File: src/rtl/ps2_frame_rx.sv
// PS/2 device-to-host frame receiver: start, 8 data bits LSB first, odd parity, stop.
// Optional watchdog abort on stalled frames when PS2_RX_TIMEOUT_EN is defined.
module ps2_frame_rx #(
    parameter int TIMEOUT_CYCLES = 10000,
    parameter int TIMEOUT_W      = 14
) (
    input  logic       clk,
    input  logic       i_sclr,
    input  logic       i_en,
    input  logic       i_dat,
    output logic [7:0] o_data,
    output logic       o_valid,
    output logic       o_parity_err,
    output logic       o_frame_err,
    output logic       o_busy
);

    typedef enum logic [1:0] {
        IDLE,
        DATA,
        PARITY,
        STOP
    } state_t;

    state_t     state_q;
    logic [7:0] shreg_q;
    logic [3:0] cnt_q;
    logic       par_q;
    logic [7:0] data_q;
    logic       valid_q;
    logic       perr_q;
    logic       ferr_q;
    logic       timeout;

    if (TIMEOUT_W < $clog2(TIMEOUT_CYCLES)) begin : g_bad_timeout_w
        $error("TIMEOUT_W cannot hold TIMEOUT_CYCLES-1");
    end

`ifdef PS2_RX_TIMEOUT_EN
    logic [TIMEOUT_W-1:0] wdog_q;
    logic [TIMEOUT_W-1:0] wdog_d;

    always_comb begin
        wdog_d = wdog_q + 1'b1;
        if (state_q == IDLE || i_en) begin
            wdog_d = '0;
        end
    end

    // An edge in the expiry cycle wins: it is processed and the counter clears.
    assign timeout = (state_q != IDLE) && !i_en &&
                     (wdog_d == TIMEOUT_W'(TIMEOUT_CYCLES - 1));

    always_ff @(posedge clk) begin
        if (i_sclr || timeout) begin
            wdog_q <= '0;
        end else begin
            wdog_q <= wdog_d;
        end
    end
`else
    assign timeout = 1'b0;
`endif

    always_ff @(posedge clk) begin
        if (i_sclr) begin
            state_q <= IDLE;
            shreg_q <= '0;
            cnt_q   <= '0;
            par_q   <= 1'b0;
            data_q  <= '0;
            valid_q <= 1'b0;
            perr_q  <= 1'b0;
            ferr_q  <= 1'b0;
        end else begin
            // NOTE: default the result strobes low with <= so later branches can raise them for one cycle.
            valid_q <= 1'b0;
            perr_q  <= 1'b0;
            ferr_q  <= 1'b0;
            if (timeout) begin
                state_q <= IDLE;
                ferr_q  <= 1'b1;
            end else if (i_en) begin
                case (state_q)
                    IDLE: begin
                        if (!i_dat) begin
                            state_q <= DATA;
                            cnt_q   <= '0;
                        end
                    end
                    DATA: begin
                        shreg_q <= {i_dat, shreg_q[7:1]};
                        cnt_q   <= cnt_q + 4'd1;
                        if (cnt_q == 4'd7) begin
                            state_q <= PARITY;
                        end
                    end
                    PARITY: begin
                        par_q   <= i_dat;
                        state_q <= STOP;
                    end
                    STOP: begin
                        state_q <= IDLE;
                        if (!i_dat) begin
                            ferr_q <= 1'b1;
                        end else if ((^shreg_q) ^ par_q) begin
                            data_q  <= shreg_q;
                            valid_q <= 1'b1;
                        end else begin
                            perr_q <= 1'b1;
                        end
                    end
                    default: state_q <= IDLE;
                endcase
            end
        end
    end

    assign o_data       = data_q;
    assign o_valid      = valid_q;
    assign o_parity_err = perr_q;
    assign o_frame_err  = ferr_q;
    assign o_busy       = (state_q != IDLE);

endmodule

File: config.mk
export PLATFORM = sky130hd
export DESIGN_NAME = ps2_frame_rx
export DESIGN_NICKNAME = d
export VERILOG_FILES = /design/src/rtl/ps2_frame_rx.sv
export SDC_FILE = /design/constraint.sdc
export NUM_CORES = 1
export LEC_CHECK = 0
export CORE_MARGIN = 2
export CORE_UTILIZATION = 40
export DETAILED_ROUTE_END_ITERATION = 10
export SKIP_CTS_REPAIR_TIMING = 1
export SLEW_MARGIN = 40
export SYNTH_ARGS = -nofsm -noshare
export SYNTH_HDL_FRONTEND = slang
export SYNTH_SLANG_ARGS = --single-unit
File: constraint.sdc
create_clock -name clk -period 2.1 [get_ports clk]
set_clock_uncertainty 0.15 [all_clocks]
set_input_delay 0.63 -clock clk [delete_from_list [all_inputs] [get_ports clk]]
set_output_delay 0.63 -clock clk [all_outputs]
set_load 0.03 [all_outputs]
==> results.yml <==
run_status:
  status: "finished, final reports clean"
floorplan:
  die_w_um: 58.57
  die_area_sq_um: 3430
  core-area_sq_um: 2781
  die_y_um: 58.57
  start_util_pct: 42.82
  io_pins: 16
  rows: 19
route:
  dr.pass1.iters: 4
  wire_per_inst_um: 11.76
  drt-met1-wl_um: 1008
  dr_wl_met2_um: 1038
  drt-initial-drc-count: 28
  ant_nets: 0
  met3WireLength_um: 100
  vias: 955
  viasPerCell: 5.134
  top_layer: "met4"
  drc: 0
  wl_um: 2188
placement:
  place_area_sq_um: 1419
  finalWeightedCongestion: 0.7169
  dpl_worst_slack_ns: -0.1341
  placedCellCount: 182
  hpwlAfterDp_um: 1582
  io_buffers: 15
power_and_ir_drop:
  p_int_mw: 0.6146
  leakagePower_nw: 0.7394
  powerDensity_nw_per_um2: 557.6
  seqPwrFrac_pct: 61.4
  swShare_pct: 25.47
  power_frac_clock_pct: 25.2
  p_total_mw: 0.8247
  ir_worst_vdd_mv: 0.3448
  power_switching_mw: 0.2101
  p_comb_share_pct: 13.5
worst_setup_path:
  crit_path_max_incr_delay_ns: 0.38
  cp-end-kind: "output port"
  path_class: "reg2out"
  cp_cell_sequence: "inv_1 -> ha_1 -> inv_1 -> buf_4"
  cp_slowest_cell: "dfxtp_2"
  worst_path_most_repeated_cell: "inv_1"
  cp-endpoint: "o_busy"
  crit_path_start_kind: "register"
  critPathMaxFanout: 5
  r2r-start: "state_q[0]"
  r2r_setup_slack_ns: 0.27
  r2r_cells: 6
  worstPathArrival_ns: 1.25
  required_ns: 1.32
  reg2reg_to: "cnt_q[1]"
  startpoint: "state_q[0]"
global_routing:
  grt_antenna_before_repair: 0
  grt_max_degree: 18
  grt_use_total_pct: 14.34
  grt_pass1_vias: 911
  gr-total-overflow: 0
  grt_pass1_wl_um: 3726
yosys:
  seq_area_frac_synth_pct: 43.70
  synth_warnings: 0
  ys_seq_elements: 26
  synth_cell_type_count: 27
  synthCells: 133
  synth_area_sq_um: 1191
  synth_fp_nets: 142
  syn_area_per_cell_sq_um: 8.956
cells_and_area:
  drive_gt1_share_pct: 11.61
  final_nets: 166
  insertedDiodeCount: 0
  areaGrowthSynthToFinish_pct: 24.16
  utilization_pct: 53.17
  finalInstanceArea_sq_um: 1479
  final_cells: 186
sta:
  worst_pin_slew_ns: 0.4901
  period_share_pct: 96.86
  fin_crit_ns: 2.034
  maxSlewHeadroom_pct: 67.33
  fin_hold_ws_ns: 0.3106
  slew_violations: 0
  clock.fmax_mhz: 491.6
  setup-tns-final_ns: 0
  hold_violations: 0
  setup_viol_count_final: 0
  worst_slack_ns: 0.06591
clock_tree:
  cts_tree: "built"
  cts_num_sinks: 26
  cts-buffers-inserted: 3
  clock_latency_ns: 0.32
  clock_path_buffers: 2
  htreeDepth: 1
  clockRootBuffer: "clkbuf_4"
  clk_pin_slew_ns: 0.14
worst_hold_path:
  hold_path_class: "reg2reg"
job:
  cap_violations: 0
==> final cells by class <==
type / count / area [sq um]
Clock buffer: 3 / 22.52
Fill cell: 261 / 1303
Inverter: 5 / 18.77
Multi-Input combinational cell: 95 / 618.1
Sequential cell: 26 / 523.0
Tap cell: 31 / 38.79
Timing Repair Buffer: 26 / 257.7
==> cells in the mapped netlist <==
cell type | n | area, sq um
mux2i_1 | 9 | 90.09
o211ai_1 | 2 | 15.01
inv_1 | 4 | 15.01
nor2b_1 | 3 | 18.77
mux2_4 | 1 | 15.01
xnor3_1 | 2 | 45.04
xor2_1 | 3 | 26.28
a21oi_1 | 10 | 50.05
nor2_1 | 7 | 26.28
ha_1 | 5 | 62.56
a21boi_0 | 2 | 15.01
o21ai_0 | 1 | 5.000
o41ai_1 | 1 | 8.760
a32oi_1 | 1 | 8.760
nand2_1 | 28 | 105.1
nor3_1 | 1 | 5.000
xnor2_1 | 3 | 26.28
clkinv_1 | 1 | 3.750
nor3b_1 | 1 | 7.510
clkbuf_1 | 6 | 22.52
a211oi_1 | 1 | 7.510
buf_6 | 1 | 11.26
nor4b_1 | 1 | 8.760
nand3_1 | 10 | 50.05
dfxtp_1 | 26 | 520.5
and3_1 | 1 | 6.260
nand3b_1 | 2 | 15.01
==> placed cells by master (no fill, tap or decap), types with 2 or more instances in the layout <==
cell type,instances
dfxtp_2,2
xnor2_1,3
nand2_1,28
nand3b_1,2
nor2b_1,3
o211ai_1,2
buf_4,12
clkbuf_4,3
mux2i_1,9
a21boi_0,2
clkdlybuf4s50_1,3
xor2_1,3
dlymetal6s2s_1,11
ha_1,5
a21oi_1,10
inv_1,4
nand3_1,10
nor2_1,7
dfxtp_1,24
xnor3_1,2
==> power by group through the flow <==
stage	Clock [mW]	Sequential, mW	Combinational [mW]
floorplan	0	0.515	0.0677
global placement	0	0.516	0.104
detailed placement	0	0.516	0.108
global route	0.235	0.508	0.123
finish	0.208	0.506	0.111
CTS	0.217	0.506	0.109
==> kinds of logic (layout without fill, tap and decap cells) <==
group           after synthesis  after routing  synth area share, %
xor+xnor                      8              8                8.194
simple gates                 54             54                20.38
flops                        26             26                43.70
compound gates               18             18                9.243
fa+ha+maj                     5              5                5.252
buf+inv                      12             34                4.411
mux                          10             10                8.823
==> layer usage <==
layer	vias up	global-route usage, %
met2	19	25.52
met4	0	8.442
met1	439	15.84
met5	-	0
li1	493	-
met3	4	2.637
==> registers in the layout, indices dropped and copies added, names as in the netlist <==
register	count
par_q	1
state_q	2
o_parity_err	1
shreg_q	8
cnt_q	4
o_data	8
o_frame_err	1
o_valid	1
==> critical path, delay by kind of cell, from the launching register on <==
family / cells / cell delay [ns]
DFF: 1 / 0.38
buffers and inverters: 3 / 0.31
adders and majority gates: 1 / 0.24
==> worst min path at each step <==
stage | start | endpoint | slack, ns | cells past startpoint
after floorplan | cnt_q[0] | cnt_q[0] | 0.30 | 2
after detailed placement | o_data[2] | o_data[2] | 0.29 | 2
after global placement | o_data[1] | o_data[1] | 0.29 | 2
final | o_data[4] | o_data[4] | 0.31 | 2
after CTS | o_data[4] | o_data[4] | 0.32 | 2
after global routing | o_data[6] | o_data[6] | 0.34 | 2
(Power assumes the default switching activity.)
